## src/rtl/grayscale_pkg.sv

```systemverilog
// grayscale_pkg: shared definitions for the grayscale pipeline.
//   mode_e                 : output mode encoding (iMode)
//   KR_DEF / KG_DEF / KB_DEF : default luma weights in 1/256 units (BT.601-ish)
package grayscale_pkg;

    typedef enum logic [1:0] {
        MODE_PASS   = 2'd0,
        MODE_GRAY   = 2'd1,
        MODE_THRESH = 2'd2,
        MODE_INV    = 2'd3
    } mode_e;

    localparam int KR_DEF = 77;
    localparam int KG_DEF = 150;
    localparam int KB_DEF = 29;

endpackage

```

## src/rtl/luma_mac.sv

```systemverilog
// luma_mac: two-stage weighted luma  Y = (KR*R + KG*G + KB*B + 128) >> 8,
// saturated to DW bits.
//   iCLK, iRST (async, active-low)
//   iValid, iRed/iGreen/iBlue : input pixel
//   oValid, oY                : luma, 2 cycles after iValid
module luma_mac
    import grayscale_pkg::*;
#(
    parameter int DW = 10,
    parameter int KR = KR_DEF,
    parameter int KG = KG_DEF,
    parameter int KB = KB_DEF
) (
    input  logic          iCLK,
    input  logic          iRST,
    input  logic          iValid,
    input  logic [DW-1:0] iRed,
    input  logic [DW-1:0] iGreen,
    input  logic [DW-1:0] iBlue,
    output logic          oValid,
    output logic [DW-1:0] oY
);
    // Weights are at most 256 (9 bits), so products fit in DW+9 bits and the
    // three-term sum plus rounding constant fits in DW+11.
    localparam int PRW = DW + 9;
    localparam int SW  = DW + 11;

    if (KR + KG + KB != 256) begin : g_bad_weights
        $error("luma_mac: KR+KG+KB must equal 256");
    end

    logic           s1_vld_q, s1_vld_d, s2_vld_q, s2_vld_d;
    logic [PRW-1:0] pr_q, pg_q, pb_q, pr_d, pg_d, pb_d;
    logic [DW-1:0]  y_q, y_d;
    logic [SW-1:0]  sum;
    logic [SW-9:0]  y_full;

    always_comb begin
        s1_vld_d = iValid;
        s2_vld_d = s1_vld_q;
        pr_d     = pr_q;
        pg_d     = pg_q;
        pb_d     = pb_q;
        y_d      = y_q;
        if (iValid) begin
            pr_d = PRW'(iRed)   * PRW'(KR);
            pg_d = PRW'(iGreen) * PRW'(KG);
            pb_d = PRW'(iBlue)  * PRW'(KB);
        end
        sum    = SW'(pr_q) + SW'(pg_q) + SW'(pb_q) + SW'(128);
        y_full = (SW-8)'(sum >> 8);
        if (s1_vld_q) begin
            y_d = (|y_full[SW-9:DW]) ? '1 : y_full[DW-1:0];
        end
    end

    always_ff @(posedge iCLK or negedge iRST) begin
        if (!iRST) begin
            s1_vld_q <= 1'b0;
            s2_vld_q <= 1'b0;
            pr_q     <= '0;
            pg_q     <= '0;
            pb_q     <= '0;
            y_q      <= '0;
        end else begin
            s1_vld_q <= s1_vld_d;
            s2_vld_q <= s2_vld_d;
            pr_q     <= pr_d;
            pg_q     <= pg_d;
            pb_q     <= pb_d;
            y_q      <= y_d;
        end
    end

    assign oValid = s2_vld_q;
    assign oY     = y_q;

endmodule

```

## src/rtl/grayscale_pipe.sv

```systemverilog
// grayscale_pipe: 3-stage pixel pipeline (S1 products, S2 luma, S3 mode/overlay).
//   iCLK, iRST (async, active-low)
//   iValid, iRed/iGreen/iBlue, iMode, iThresh : pixel + per-pixel controls
//   iXposition/iYposition, iXresult/iYresult, iFinished : overlay marker inputs
//   oValid, oRed/oGreen/oBlue : registered result, 3 cycles after iValid
// Optional macro GRAYSCALE_PIPE_OVERLAY_EN adds the red box marker overlay;
// without it the marker inputs are ignored.
module grayscale_pipe
    import grayscale_pkg::*;
#(
    parameter int DW  = 10,
    parameter int PW  = 13,
    parameter int BOX = 20,
    parameter int KR  = KR_DEF,
    parameter int KG  = KG_DEF,
    parameter int KB  = KB_DEF
) (
    input  logic          iCLK,
    input  logic          iRST,
    input  logic          iValid,
    input  logic [DW-1:0] iRed,
    input  logic [DW-1:0] iGreen,
    input  logic [DW-1:0] iBlue,
    input  logic [1:0]    iMode,
    input  logic [DW-1:0] iThresh,
    input  logic [PW-1:0] iXposition,
    input  logic [PW-1:0] iYposition,
    input  logic [PW-1:0] iXresult,
    input  logic [PW-1:0] iYresult,
    input  logic          iFinished,
    output logic          oValid,
    output logic [DW-1:0] oRed,
    output logic [DW-1:0] oGreen,
    output logic [DW-1:0] oBlue
);
    localparam logic [DW-1:0] PIX_MAX = '1;

    // Side data travelling next to the luma datapath.
    logic          s1_vld_q;
    logic [DW-1:0] s1_r_q, s1_g_q, s1_b_q, s1_thr_q, s1_r_d, s1_g_d, s1_b_d, s1_thr_d;
    mode_e         s1_mode_q, s1_mode_d;
    logic [DW-1:0] s2_r_q, s2_g_q, s2_b_q, s2_thr_q, s2_r_d, s2_g_d, s2_b_d, s2_thr_d;
    mode_e         s2_mode_q, s2_mode_d;
    logic          s2_box_q, s2_box_d;
    logic          box_hit;
    logic          y_vld;
    logic [DW-1:0] y;
    logic          o_vld_q;
    logic [DW-1:0] o_r_q, o_g_q, o_b_q, o_r_d, o_g_d, o_b_d;

    luma_mac #(.DW(DW), .KR(KR), .KG(KG), .KB(KB)) u_luma (
        .iCLK   (iCLK),
        .iRST   (iRST),
        .iValid (iValid),
        .iRed   (iRed),
        .iGreen (iGreen),
        .iBlue  (iBlue),
        .oValid (y_vld),
        .oY     (y)
    );

`ifdef GRAYSCALE_PIPE_OVERLAY_EN
    logic [PW-1:0] s1_x_q, s1_y_q, s1_xr_q, s1_yr_q, s1_x_d, s1_y_d, s1_xr_d, s1_yr_d;
    logic          s1_fin_q, s1_fin_d;
    logic [PW:0]   x_hi, y_hi;

    // Window bounds are one bit wider so a corner near the top of the
    // coordinate range does not wrap around to small coordinates.
    always_comb begin
        s1_x_d   = s1_x_q;
        s1_y_d   = s1_y_q;
        s1_xr_d  = s1_xr_q;
        s1_yr_d  = s1_yr_q;
        s1_fin_d = s1_fin_q;
        if (iValid) begin
            s1_x_d   = iXposition;
            s1_y_d   = iYposition;
            s1_xr_d  = iXresult;
            s1_yr_d  = iYresult;
            s1_fin_d = iFinished;
        end
        x_hi    = {1'b0, s1_xr_q} + (PW+1)'(BOX-1);
        y_hi    = {1'b0, s1_yr_q} + (PW+1)'(BOX-1);
        box_hit = s1_fin_q
                  && ({1'b0, s1_x_q} >= {1'b0, s1_xr_q}) && ({1'b0, s1_x_q} <= x_hi)
                  && ({1'b0, s1_y_q} >= {1'b0, s1_yr_q}) && ({1'b0, s1_y_q} <= y_hi);
    end

    always_ff @(posedge iCLK or negedge iRST) begin
        if (!iRST) begin
            s1_x_q   <= '0;
            s1_y_q   <= '0;
            s1_xr_q  <= '0;
            s1_yr_q  <= '0;
            s1_fin_q <= 1'b0;
        end else begin
            s1_x_q   <= s1_x_d;
            s1_y_q   <= s1_y_d;
            s1_xr_q  <= s1_xr_d;
            s1_yr_q  <= s1_yr_d;
            s1_fin_q <= s1_fin_d;
        end
    end
`else
    logic unused_overlay;
    assign unused_overlay = ^{iXposition, iYposition, iXresult, iYresult, iFinished};
    assign box_hit        = 1'b0;
`endif

    always_comb begin
        s1_r_d    = s1_r_q;
        s1_g_d    = s1_g_q;
        s1_b_d    = s1_b_q;
        s1_thr_d  = s1_thr_q;
        s1_mode_d = s1_mode_q;
        s2_r_d    = s2_r_q;
        s2_g_d    = s2_g_q;
        s2_b_d    = s2_b_q;
        s2_thr_d  = s2_thr_q;
        s2_mode_d = s2_mode_q;
        s2_box_d  = s2_box_q;
        o_r_d     = o_r_q;
        o_g_d     = o_g_q;
        o_b_d     = o_b_q;
        if (iValid) begin
            s1_r_d    = iRed;
            s1_g_d    = iGreen;
            s1_b_d    = iBlue;
            s1_thr_d  = iThresh;
            s1_mode_d = mode_e'(iMode);
        end
        if (s1_vld_q) begin
            s2_r_d    = s1_r_q;
            s2_g_d    = s1_g_q;
            s2_b_d    = s1_b_q;
            s2_thr_d  = s1_thr_q;
            s2_mode_d = s1_mode_q;
            s2_box_d  = box_hit;
        end
        if (y_vld) begin
            unique case (s2_mode_q)
                MODE_PASS: begin
                    o_r_d = s2_r_q;
                    o_g_d = s2_g_q;
                    o_b_d = s2_b_q;
                end
                MODE_GRAY: begin
                    o_r_d = y;
                    o_g_d = y;
                    o_b_d = y;
                end
                MODE_THRESH: begin
                    o_r_d = (y >= s2_thr_q) ? PIX_MAX : '0;
                    o_g_d = o_r_d;
                    o_b_d = o_r_d;
                end
                default: begin
                    o_r_d = PIX_MAX - y;
                    o_g_d = o_r_d;
                    o_b_d = o_r_d;
                end
            endcase
            // Marker overrides every mode.
            if (s2_box_q) begin
                o_r_d = PIX_MAX;
                o_g_d = '0;
                o_b_d = '0;
            end
        end
    end

    always_ff @(posedge iCLK or negedge iRST) begin
        if (!iRST) begin
            s1_vld_q  <= 1'b0;
            s1_r_q    <= '0;
            s1_g_q    <= '0;
            s1_b_q    <= '0;
            s1_thr_q  <= '0;
            s1_mode_q <= MODE_PASS;
            s2_r_q    <= '0;
            s2_g_q    <= '0;
            s2_b_q    <= '0;
            s2_thr_q  <= '0;
            s2_mode_q <= MODE_PASS;
            s2_box_q  <= 1'b0;
            o_vld_q   <= 1'b0;
            o_r_q     <= '0;
            o_g_q     <= '0;
            o_b_q     <= '0;
        end else begin
            s1_vld_q  <= iValid;
            s1_r_q    <= s1_r_d;
            s1_g_q    <= s1_g_d;
            s1_b_q    <= s1_b_d;
            s1_thr_q  <= s1_thr_d;
            s1_mode_q <= s1_mode_d;
            s2_r_q    <= s2_r_d;
            s2_g_q    <= s2_g_d;
            s2_b_q    <= s2_b_d;
            s2_thr_q  <= s2_thr_d;
            s2_mode_q <= s2_mode_d;
            s2_box_q  <= s2_box_d;
            o_vld_q   <= y_vld;
            o_r_q     <= o_r_d;
            o_g_q     <= o_g_d;
            o_b_q     <= o_b_d;
        end
    end

    assign oValid = o_vld_q;
    assign oRed   = o_r_q;
    assign oGreen = o_g_q;
    assign oBlue  = o_b_q;

endmodule

```

## config.mk

```make
export PLATFORM = sky130hd
export DESIGN_NAME = grayscale_pipe
export DESIGN_NICKNAME = d
export VERILOG_FILES = /design/src/rtl/grayscale_pkg.sv /design/src/rtl/luma_mac.sv /design/src/rtl/grayscale_pipe.sv
export SDC_FILE = /design/constraint.sdc
export NUM_CORES = 1
export LEC_CHECK = 0
export BUFFER_PORTS_ARGS = -buffer_cell sky130_fd_sc_hd__buf_2
export CAP_MARGIN = 15
export CORE_ASPECT_RATIO = 0.5
export CORE_UTILIZATION = 55
export DETAILED_ROUTE_END_ITERATION = 16
export PLACE_DENSITY = 0.78
export SYNTH_ARGS = -nofsm -noshare
export SYNTH_HDL_FRONTEND = slang
export SYNTH_SLANG_ARGS = --single-unit
```

## constraint.sdc

```tcl
create_clock -name iCLK -period 5.2 [get_ports iCLK]
set_input_delay 1.3 -clock iCLK [delete_from_list [all_inputs] [get_ports iCLK]]
set_output_delay 1.3 -clock iCLK [all_outputs]
set_load 0.1 [all_outputs]
```

=== After elaboration in Yosys (flattened, before gate mapping) ===
Index checks and enable logic that the tools add are counted.

* Bits in registers: 176
* Input port bits: 98
* Output and inout port bits: 31
* Logic and storage cells: 37

* Add/subtract/negate cells: 4
* $mul: 3
* Magnitude comparators: 1
* Equal/unequal tests: 2
* Muxes and demuxes: 5
* Reduce and logical (&&, ||, !) cells: 2

{| class="wikitable"
|+ Operators by type and width
! kind !! number
|-
| 10-bit case mux with 3 select lines || 3
|-
| 10-bit by 7-bit multiplier with 17-bit output, second input constant || 2
|-
| 21-bit by 15-bit adder with 21-bit output || 1
|-
| 21-bit by 8-bit adder with 21-bit output, second input constant || 1
|-
| 10-bit two-way mux || 2
|-
| 17-bit by 18-bit adder with 19-bit output || 1
|-
| 10-bit by 5-bit multiplier with 15-bit output, second input constant || 1
|-
| 10-bit >= comparator || 1
|-
| 10-bit subtractor, first input constant || 1
|-
| 3-bit OR reduction || 1
|-
| 2-bit by 1-bit == test with 1-bit output, second input constant || 1
|-
| 2-bit == test, second input constant || 1
|-
| 2-bit logical NOT || 1
|}

=== Depth between registers and ports, before layout ===
Gate-level depths: netlist (run 1).

* Depth in word-level cells: 5
* Mapped depth: 19
* Mapped depth without buffers: 19

=== Modules after synthesis ===
Synthesis (run 1) repeated with hierarchy kept, for this count alone.

* Cell total of the unflattened synthesis: 1280
* Area, all modules: 12714.7 µm²

{| class="wikitable"
|+ By module, submodules not included
! module !! times used !! cells an instance !! area an instance (µm²) !! seq. area each (µm²)
|-
| luma_mac || 1 || 777 || 7101.8 || 1526.5
|-
| grayscale_pipe || 1 || 503 || 5612.9 || 2902.8
|}

=== Worst setup path before layout (run 1) ===
No wires, ideal clock.

* Kind: input -> register
* Start: input iGreen[4]
* End: register u_luma.pg_q[16]
* Library setup time: 120 ps
* Arrival time: 4299 ps
* Slack: 781 ps
* Stages on the path: 14
* Path buffers: 0
* Cells stage by stage: ha_1 ha_1 inv_1 fa_1 fa_1 inv_1 ha_1 nor3_1 nor2_1 nand3_1 and3_1 nor3b_1 or3_1 a31o_2

* Word-level cells in the longest chain between the ends: 1

{| class="wikitable"
|+ Ends and longest elaborated chain
! what !! line !! RTL
|-
| start, declared || grayscale_pipe.sv:22 || <nowiki>input logic [DW-1:0] iGreen,</nowiki>
|-
| 10-bit by 7-bit multiplier with 17-bit output || luma_mac.sv:47 || <nowiki>pg_d = PRW'(iGreen) * PRW'(KG);</nowiki>
|-
| end signal, assigned || luma_mac.sv:69 || <nowiki>pg_q <= pg_d;</nowiki>
|-
| end, declared || luma_mac.sv:33 || <nowiki>logic [PRW-1:0] pr_q, pg_q, pb_q, pr_d, pg_d, pb_d;</nowiki>
|}

No other way between the ends.
A chain may end at the register's enable or synchronous reset.

==> flow_summary.yaml, run 1 <==
setup_path:
  path_max_fanout: 8
  critPathCaptureType: "register"
  rrSetupSlack_ps: 660
  arrival_ps: 4860
  critPathRequiredTime_ps: 5520
  cp-start-kind: "register"
  crit_type: "reg -> reg"
final_layout:
  fin_nets: 1472
  n_fill_cell: 1625
  top_regs: "u_luma.pg_q (16), u_luma.pr_q (15), u_luma.pb_q (13)"
  regMostFlops: "u_luma.pg_q"
  stdcell_area_um2: 13130
  syn2layout_area_growth_pct: 10.12
  register_area_um2: 4280
  multi_input_area_um2: 6949
  diodes: 0
  largest_register_ffs: 16
  layout-drive-gt1-share_pct: 20.68
pwr:
  seqPwrFrac_pct: 22.9
  power.net_switching_mw: 4.244
  ir_worst_vdd_uv: 643.1
  clockPowerShare_pct: 14.2
  intPower_mw: 4.554
  p_comb_share_pct: 62.9
  p_leak_nw: 6.369
  sw_frac_of_total_pct: 48.24
  p_per_area_nw_per_um2: 669.9
global_routing:
  groute.usage.overall_pct: 25.30
  grt_max_degree: 104
  antenna_found_initial: 1
  grt-ovfl-total: 0
  grt_pass1_wl_um: 43900
  grt_pass1_vias: 8678
routing:
  drc: 0
  wl_per_cell_um: 17.91
  num_vias: 8480
  ant_nets: 0
  wl_um: 26370
  drt-vias-per-instance: 5.761
  drtPass1Iterations: 4
  drt_iter0_drc: 665
die:
  die_area_um2: 22310
  core_um2: 20880
  die_x_um: 210.2
  io_pins: 129
  rows: 37
  die_h_um: 106.1
  start_util_pct: 57.12
timing:
  rsz0062_at_grt: "false"
  clock.fmax_ghz: 0.2205
  tightest_slew_ps: 1111
  finalCriticalPeriod_ps: 4535
  finClkSkew_ps: 15.66
  whs_ps: 491.4
  setup_viol: 0
  finalHoldViolCount: 0
  setup-tns-final_ps: 0
  relSlewSlack_pct: 25.96
  finalCritPeriodShare_pct: 87.21
  final-max-slew-violation-count: 0
yosys:
  netlist_area_um2: 11930
  syn_avg_cell_area_um2: 10.84
  ys_seq_area_share_pct: 35.88
  yosys_warnings: 0
  synth_cell_types: 58
  synth-main-ff-cell: "dfrtp_1"
  synthTopCellsByArea: "dfrtp_1 36%, ha_1 18%, mux2_2 10%"
  syn_nets: 1405
  synth-seq-cells: 171
  synth_top_area_cell: "dfrtp_1"
  synth_async_sr_flop_share_pct: 100.0
  synth_edf_count: 0
  yosys.area.top_type_share_pct: 35.88
  syn_inst: 1100
cts:
  cts_buffers: 17
  htreeDepth: 4
  clkSinkCount: 171
  clkTransAtPathRegs_ps: 70
  root_buffer: "clkbuf_16"
  cts_buffer_depth: 2
  cts_hold_buffers: 0
  cts_setup_buffers: 0
  clk_latency_ps: 440
  cts_tree: "yes"
  cts_resized: 0
placed_design:
  portBuffers: 75
  gp_congestion: 0.8724
  place_area_um2: 12530
  hpwl_um: 19920
flow_run:
  cap_viol_max_count: 0
run_status:
  outcome: "completed"
min_path:
  worstHoldPathType: "reg -> reg"
==> final timing paths <==
kind                                         start                  endpoint  cells past startpoint
hold / removal             s1_thr_q[1]$_DFFE_PN0P_   s2_thr_q[1]$_DFFE_PN0P_                      2
max in group asynchronous                     iRST     s2_r_q[0]$_DFFE_PN0P_                      2
min in group asynchronous                     iRST     s2_g_q[1]$_DFFE_PN0P_                      1
hold reg to reg            s1_thr_q[1]$_DFFE_PN0P_   s2_thr_q[1]$_DFFE_PN0P_                      2
setup / recovery             s1_g_q[0]$_DFFE_PN0P_  u_luma.oY[2]$_DFFE_PN0P_                     19
setup reg to reg             s1_g_q[0]$_DFFE_PN0P_  u_luma.oY[2]$_DFFE_PN0P_                     19
==> cells by family after synthesis <==
logic type,synth area share (%)
xor gates and xnor gates,3.819
DFF,35.88
muxes,10.20
and+or+nand+nor,7.219
buffers and inverters,5.844
AOI/OAI and AO/OA,12.86
adders and majority gates,24.17
==> cell usage after synthesis, types with 21 or more instances <==
cell type  instances
nand2b_1          26
fa_1              39
inv_1            135
o32a_1            30
nor2_1            27
nand2_1           51
xnor2_1           34
ha_1             168
mux2_2           108
o21ai_0           43
dfrtp_1          171
a21oi_1           74
clkbuf_1          21
==> critical path: stages, from the launching register on <==
cell      delay (ps)
dfrtp_1          500
ha_1             270
inv_1             70
fa_1             450
nor2b_4          140
o31a_1           230
o21a_1           160
a21oi_1          100
o21bai_1         140
a21oi_1           90
xnor2_1          240
ha_1             290
ha_1             380
a21o_1           230
a21oi_1          140
o211ai_1         180
a211o_1          340
nand2_1          140
o21ai_4          120
o22a_1           210
==> cell usage in the layout, fill, tap and decap left out, types with 14 or more instances in the layout <==
cell and instances:
a21o_1 19, a21oi_1 74, buf_2 73, clkbuf_16 17, dfrtp_1 170, fa_1 39
ha_1 168, inv_1 135, mux2_2 108, nand2_1 51, nand2b_1 26, nand3_1 14
nor2_1 27, o21ai_0 43, o32a_1 30, xnor2_1 34, xor2_1 18
==> per-stage QoR <==
stage          util [%]  power (mW)  worst slack [ps]  cells
2_1_floorplan         -       6.189             780.8   1100
3_3_place_gp      60.02       7.197             457.7   1439
3_5_place_dp      60.02       7.469             326.9   1439
4_1_cts           62.83       8.774             742.9   1471
5_1_grt           62.90       9.479             445.2   1472
6_report          62.90       8.798             664.8   1472
==> layer usage <==
metal / global-route usage, % / vias to the layer above / share of wire [%] / wire (um)
met1: 34.81 / 4244 / 46 / 12210
met2: 41.08 / 226 / 47 / 12290
met3: 4.668 / 33 / 5.4 / 1421
met5: 0 / - / 0 / 0
li1: - / 3977 / - / -
met4: 7.091 / 0 / 1.7 / 447
==> power by group through the flow <==
stage / registers, mW / clock network [mW] / logic, mW
final: 2.01 / 1.25 / 5.54
after global routing: 2.04 / 1.33 / 6.11
after CTS: 2.00 / 1.27 / 5.50
after detailed placement: 2.03 / 0 / 5.44
after global placement: 2.01 / 0 / 5.19
after floorplan: 2.55 / 0 / 3.64
==> layout make-up <==
cell class	count	area share, %
clock buffers	18	3.344
clock inverters	14	1.124
inverters	135	3.859
multi-input cells	760	52.92
flip-flops and latches	171	32.59
well taps	292	2.782
repair buffers	82	3.382
No activity file was read; power rests on OpenSTA's default activity.
==> run 2, diff against run 1 <==
--- a/config.mk
+++ b/config.mk
@@ -8,9 +8,9 @@
 export BUFFER_PORTS_ARGS = -buffer_cell sky130_fd_sc_hd__buf_2
 export CAP_MARGIN = 15
 export CORE_ASPECT_RATIO = 0.5
-export CORE_UTILIZATION = 55
+export CORE_UTILIZATION = 54
 export DETAILED_ROUTE_END_ITERATION = 16
-export PLACE_DENSITY = 0.78
+export PLACE_DENSITY = 0.8
 export SYNTH_ARGS = -nofsm -noshare
 export SYNTH_HDL_FRONTEND = slang
 export SYNTH_SLANG_ARGS = --single-unit
==> constraint.sdc (replaced) <==
create_clock -name iCLK -period 4 [get_ports iCLK]
set_input_delay 1 -clock iCLK [delete_from_list [all_inputs] [get_ports iCLK]]
set_output_delay 1 -clock iCLK [all_outputs]
set_load 0.1 [all_outputs]
==> flow_summary.yaml, run 2 (synthesis results as in run 1) <==
cts:
  cts_buffer_depth: 2
  clkTransAtPathRegs_ps: 70
  root_buffer: "clkbuf_16"
  clkSinkCount: 171
  clk_latency_ps: 430
  cts_tree: "yes"
  cts_hold_buffers: 0
  htreeDepth: 4
  cts_buffers: 17
placed_design:
  hpwl_um: 21050
  portBuffers: 75
  gp_congestion: 0.8982
routing:
  wl_um: 27810
  num_vias: 8883
  ant_nets: 0
  wl_per_cell_um: 17.64
  drtPass1Iterations: 5
  drt-vias-per-instance: 5.636
  drt_iter0_drc: 673
  drc: 0
setup_path:
  cp_slowest_cell: "dfrtp_1"
  crit_type: "reg -> reg"
  timing.rr.start: "s1_g_q[0]$_DFFE_PN0P_"
  cp-startpoint: "s1_g_q[0]$_DFFE_PN0P_"
  cp-start-kind: "register"
  crit_chain: "ha_4, inv_2, fa_2, nor2b_4, o31a_1, o21a_1, a21oi_2, o21bai_1, a21oi_2, xnor2_2, ha_1, ha_4, a21o_1, a21oi_1, o211ai_1, a211o_1, nand2_2, o21ai_4, o22a_1"
  rrSetupSlack_ps: 50
  path_max_fanout: 8
  path_delay_family: "compound AO/OA/AOI/OAI gates"
  critPathRequiredTime_ps: 4320
  crit_buf_inv: 1
  arrival_ps: 4270
  critPathMaxStageDelay_ps: 420
  critPathCaptureType: "register"
pwr:
  p_per_area_nw_per_um2: 904.6
  ir_worst_vdd_uv: 758.2
  power.net_switching_mw: 5.973
  seqPwrFrac_pct: 20.3
  clockPowerShare_pct: 12.8
  intPower_mw: 6.856
  p_comb_share_pct: 66.9
  sw_frac_of_total_pct: 46.56
  p_leak_nw: 6.894
timing:
  finalCritPeriodShare_pct: 98.71
  finalHoldViolCount: 0
  final-max-slew-violation-count: 0
  rsz0062_at_grt: "true"
  tightest_slew_ps: 1013
  finClkSkew_ps: 13.48
  whs_ps: 489.3
  setup_viol: 0
  relSlewSlack_pct: 32.45
  setup-tns-final_ps: 0
  finalCriticalPeriod_ps: 3949
  clock.fmax_ghz: 0.2533
die:
  start_util_pct: 55.00
  rows: 38
  die_h_um: 107.1
  die_area_um2: 22720
  core_um2: 21680
  die_x_um: 212.2
  io_pins: 129
final_layout:
  top_regs: "u_luma.pg_q (16), u_luma.pr_q (15), u_luma.pb_q (13)"
  final_common_cell: "dfrtp_1"
  n_fill_cell: 1582
  regMostFlops: "u_luma.pg_q"
  layout-drive-gt1-share_pct: 30.41
  syn2layout_area_growth_pct: 18.93
  diodes: 0
  final_util_pct: 65.41
  largest_register_ffs: 16
  layout_common_cells: "170 x dfrtp_1, 158 x ha_1, 130 x inv_1, 108 x mux2_2, 102 x buf_4"
  fin_nets: 1568
global_routing:
  antenna_found_initial: 1
  grt-ovfl-total: 0
  groute.usage.overall_pct: 25.39
  grt_pass1_vias: 8998
  grt_pass1_wl_um: 44910
  grt_max_degree: 117
run_status:
  outcome: "completed"
min_path:
  worstHoldPathType: "reg -> reg"
  hold_path.startpoint: "s1_thr_q[4]$_DFFE_PN0P_"
flow_run:
  cap_viol_max_count: 0
run 2: worst reg2reg max path: stages, from the launching register on:
cell	delay [ps]
dfrtp_1	420
ha_4	180
inv_2	50
fa_2	230
nor2b_4	50
o31a_1	320
o21a_1	210
a21oi_2	150
o21bai_1	100
a21oi_2	170
xnor2_2	120
ha_1	350
ha_4	240
a21o_1	190
a21oi_1	150
o211ai_1	130
a211o_1	350
nand2_2	100
o21ai_4	110
o22a_1	210
run 2: power groups by stage:
stage | logic (mW) | registers (mW) | clock network, mW
3_3_place_gp | 7.28 | 2.59 | 0
6_report | 8.59 | 2.60 | 1.64
3_5_place_dp | 7.57 | 2.62 | 0
2_1_floorplan | 4.83 | 3.31 | 0
5_1_grt | 9.36 | 2.63 | 1.73
4_1_cts | 7.76 | 2.59 | 1.66
run 2: per-stage QoR:
stage	std cells	worst slack, ps	instance area [um^2]	total power, mW
CTS	1565	0.1186	13910	12.00
finish	1576	51.42	14180	12.83
floorplan	1100	-21.39	12020	8.142
detailed placement	1533	-427.5	13290	10.19
global route	1576	-194.5	14180	13.72
global placement	1533	-309.2	13290	9.866
run 2: cell type report:
type	instances	area (um^2)	share of cell area, %
clock inverters	15	167.7	1.182
repair buffers	178	1169	8.240
clock buffers	17	425.4	3.000
inverters	135	509.2	3.591
well taps	300	375.4	2.647
flip-flops and latches	171	4280	30.18
multi-input cells	760	7256	51.16
run 2: worst paths after layout:
check,endpoint,cells past startpoint
worst max register to register,u_luma.oY[7]$_DFFE_PN0P_,19
worst max-delay path,u_luma.oY[7]$_DFFE_PN0P_,19
worst min register to register,s2_thr_q[4]$_DFFE_PN0P_,2
max in group asynchronous,u_luma.pr_q[11]$_DFFE_PN0P_,2
worst min-delay path,s2_thr_q[4]$_DFFE_PN0P_,2
min in group asynchronous,s2_thr_q[9]$_DFFE_PN0P_,1
run 2: timing repair:
action                                  4_1_cts  5_1_grt
pin swaps                                     0       31
setup buffers                                 0       10
gates resized for setup                       7       37
cloned                                        0        0
endpoints found under the setup margin       10       20
run 2: metal layers:
layer | routed length, um | up-vias | track usage, %
li1 | - | 4173 | -
met1 | 12720 | 4445 | 34.45
met2 | 13300 | 218 | 42.44
met3 | 1273 | 47 | 3.603
met4 | 519 | 0 | 7.350
met5 | 0 | - | 0
==> run 3, diff against run 2 <==
--- a/config.mk
+++ b/config.mk
@@ -8,9 +8,9 @@
 export BUFFER_PORTS_ARGS = -buffer_cell sky130_fd_sc_hd__buf_2
 export CAP_MARGIN = 15
 export CORE_ASPECT_RATIO = 0.5
-export CORE_UTILIZATION = 54
+export CORE_UTILIZATION = 55
 export DETAILED_ROUTE_END_ITERATION = 16
-export PLACE_DENSITY = 0.8
+export PLACE_DENSITY = 0.78
 export SYNTH_ARGS = -nofsm -noshare
 export SYNTH_HDL_FRONTEND = slang
 export SYNTH_SLANG_ARGS = --single-unit
==> constraint.sdc (replaced) <==
create_clock -name iCLK -period 4.8 [get_ports iCLK]
set_input_delay 1.2 -clock iCLK [delete_from_list [all_inputs] [get_ports iCLK]]
set_output_delay 1.2 -clock iCLK [all_outputs]
set_load 0.1 [all_outputs]
==> flow_summary.yaml, run 3 (synthesis results as in run 1) <==
run_status:
  outcome: "completed"
routing:
  drt-vias-per-instance: 5.732
  wl_per_cell_um: 17.78
  num_vias: 8443
  ant_nets: 0
  drt_iter0_drc: 581
  wl_met3_um: 1073
  routed.top_layer: "met4"
  drc: 0
  wl_um: 26200
  drtPass1Iterations: 4
  dr_wl_met2_um: 12040
  wl_met1_um: 12500
die:
  die_h_um: 106.1
  start_util_pct: 57.12
  die_area_um2: 22310
  core_um2: 20880
  rows: 37
  io_pins: 129
  die_x_um: 210.2
global_routing:
  antenna_found_initial: 0
  groute.usage.overall_pct: 25.47
  grt_pass1_wl_um: 44240
  grt_max_degree: 85
  grt-ovfl-total: 0
  grt_pass1_vias: 8677
timing:
  tightest_slew_ps: 1096
  clock.fmax_ghz: 0.2257
  finClkSkew_ps: 11.24
  finalCriticalPeriod_ps: 4431
  whs_ps: 495.2
  final-max-slew-violation-count: 0
  relSlewSlack_pct: 26.93
  finalHoldViolCount: 0
  finalCritPeriodShare_pct: 92.31
  setup-tns-final_ps: 0
  setup_viol: 0
  rsz0062_at_grt: "false"
min_path:
  min_path_cells: 2
  hold_end: "s2_thr_q[3]$_DFFE_PN0P_"
  worstHoldPathType: "reg -> reg"
  hold_path.startpoint: "s1_thr_q[3]$_DFFE_PN0P_"
final_layout:
  largest_register_ffs: 16
  regMostFlops: "u_luma.pg_q"
  syn2layout_area_growth_pct: 10.39
  diodes: 0
  final_common_cell: "dfrtp_1"
  n_fill_cell: 1632
  fin_nets: 1473
  top_regs: "u_luma.pg_q (16), u_luma.pr_q (15), u_luma.pb_q (13)"
  stdcell_area_um2: 13160
  layout-drive-gt1-share_pct: 20.75
  layout_common_cells: "170 x dfrtp_1, 168 x ha_1, 135 x inv_1, 108 x mux2_2, 74 x a21oi_1"
placed_design:
  portBuffers: 75
  hpwl_um: 19700
  place_area_um2: 12550
  gp_congestion: 0.8688
cts:
  cts_hold_buffers: 0
  root_buffer: "clkbuf_16"
  cts_resized: 0
  cts_setup_buffers: 0
  cts_tree: "yes"
  clk_latency_ps: 440
  cts_buffers: 17
  cts_buffer_depth: 2
  clkTransAtPathRegs_ps: 80
  clkSinkCount: 171
  htreeDepth: 4
setup_path:
  critPathCaptureType: "register"
  r2r-end: "u_luma.oY[6]$_DFFE_PN0P_"
  path_max_fanout: 8
  cp-start-kind: "register"
  arrival_ps: 4760
  rrSetupSlack_ps: 370
  critPathRequiredTime_ps: 5120
  r2r_cells: 19
  timing.rr.start: "s1_r_q[1]$_DFFE_PN0P_"
  crit_type: "reg -> reg"
flow_run:
  cap_viol_max_count: 0
pwr:
  ir_worst_vdd_uv: 632.4
  p_leak_nw: 6.381
  p_per_area_nw_per_um2: 722.9
  power.total_mw: 9.516
-- run 3: cell count changes in the layout (fill, tap and decap cells not counted), sizes merged --
cell,before,now
bufinv,0,1
buf,178,83
inv,144,143
-- run 3: cell type report --
cell class                 count  area [um^2]  share of cell area [%]
tap                          292        365.4                   2.775
multi-input combinational    760         6949                   52.79
clock inverter                15        172.7                   1.312
inverter                     135        506.7                   3.849
clock buffer                  17        425.4                   3.232
sequential                   171         4280                   32.52
timing repair buffer          83        464.2                   3.526
-- run 3: per-layer routing --
metal / vias up / GRT usage (%)
li1: 3998 / -
met1: 4241 / 35.38
met2: 163 / 40.87
met3: 41 / 4.136
met4: 0 / 8.290
met5: - / 0
-- run 3: how the worst max path moves through the flow --
stage | end | start | slack, ps | depth (start not counted)
after floorplan | u_luma.pg_q[16]$_DFFE_PN0P_ | iGreen[4] | 480 | 14
after global placement | u_luma.pr_q[14]$_DFFE_PN0P_ | iRed[5] | 170 | 14
after detailed placement | u_luma.pb_q[13]$_DFFE_PN0P_ | iBlue[2] | 70 | 15
after CTS | u_luma.oY[6]$_DFFE_PN0P_ | s1_r_q[1]$_DFFE_PN0P_ | 440 | 19
after global routing | u_luma.oY[3]$_DFFE_PN0P_ | s1_r_q[1]$_DFFE_PN0P_ | 110 | 19
final | u_luma.oY[6]$_DFFE_PN0P_ | s1_r_q[1]$_DFFE_PN0P_ | 370 | 19
-- run 3: power by group --
part | internal (mW) | total [mW] | switching [mW]
registers | 1.85 | 2.18 | 0.329
clock network | 0.744 | 1.39 | 0.647
logic | 2.38 | 5.94 | 3.56
-- run 3: through the flow --
stage	util, %	setup WS (ps)	instances
6_report	63.05	369.1	1473
5_1_grt	63.05	107.4	1473
4_1_cts	62.98	439.5	1472
3_5_place_dp	60.11	71.63	1440
3_3_place_gp	60.11	165.1	1440
2_1_floorplan	-	480.8	1100
-- run 3: critical path: stages, from the launching register on --
cell and delay (ps):
dfrtp_1 440, ha_1 260, inv_1 90, fa_1 250, nor2b_4 60, o31a_1 320
o21a_1 210, a21oi_1 240, o21bai_1 90, a21oi_1 170, xnor2_1 180, ha_1 290
ha_1 370, a21o_1 220, a21oi_1 140, o211ai_1 190, a211o_1 340, nand2_1 140
o21ai_4 120, o22a_1 210
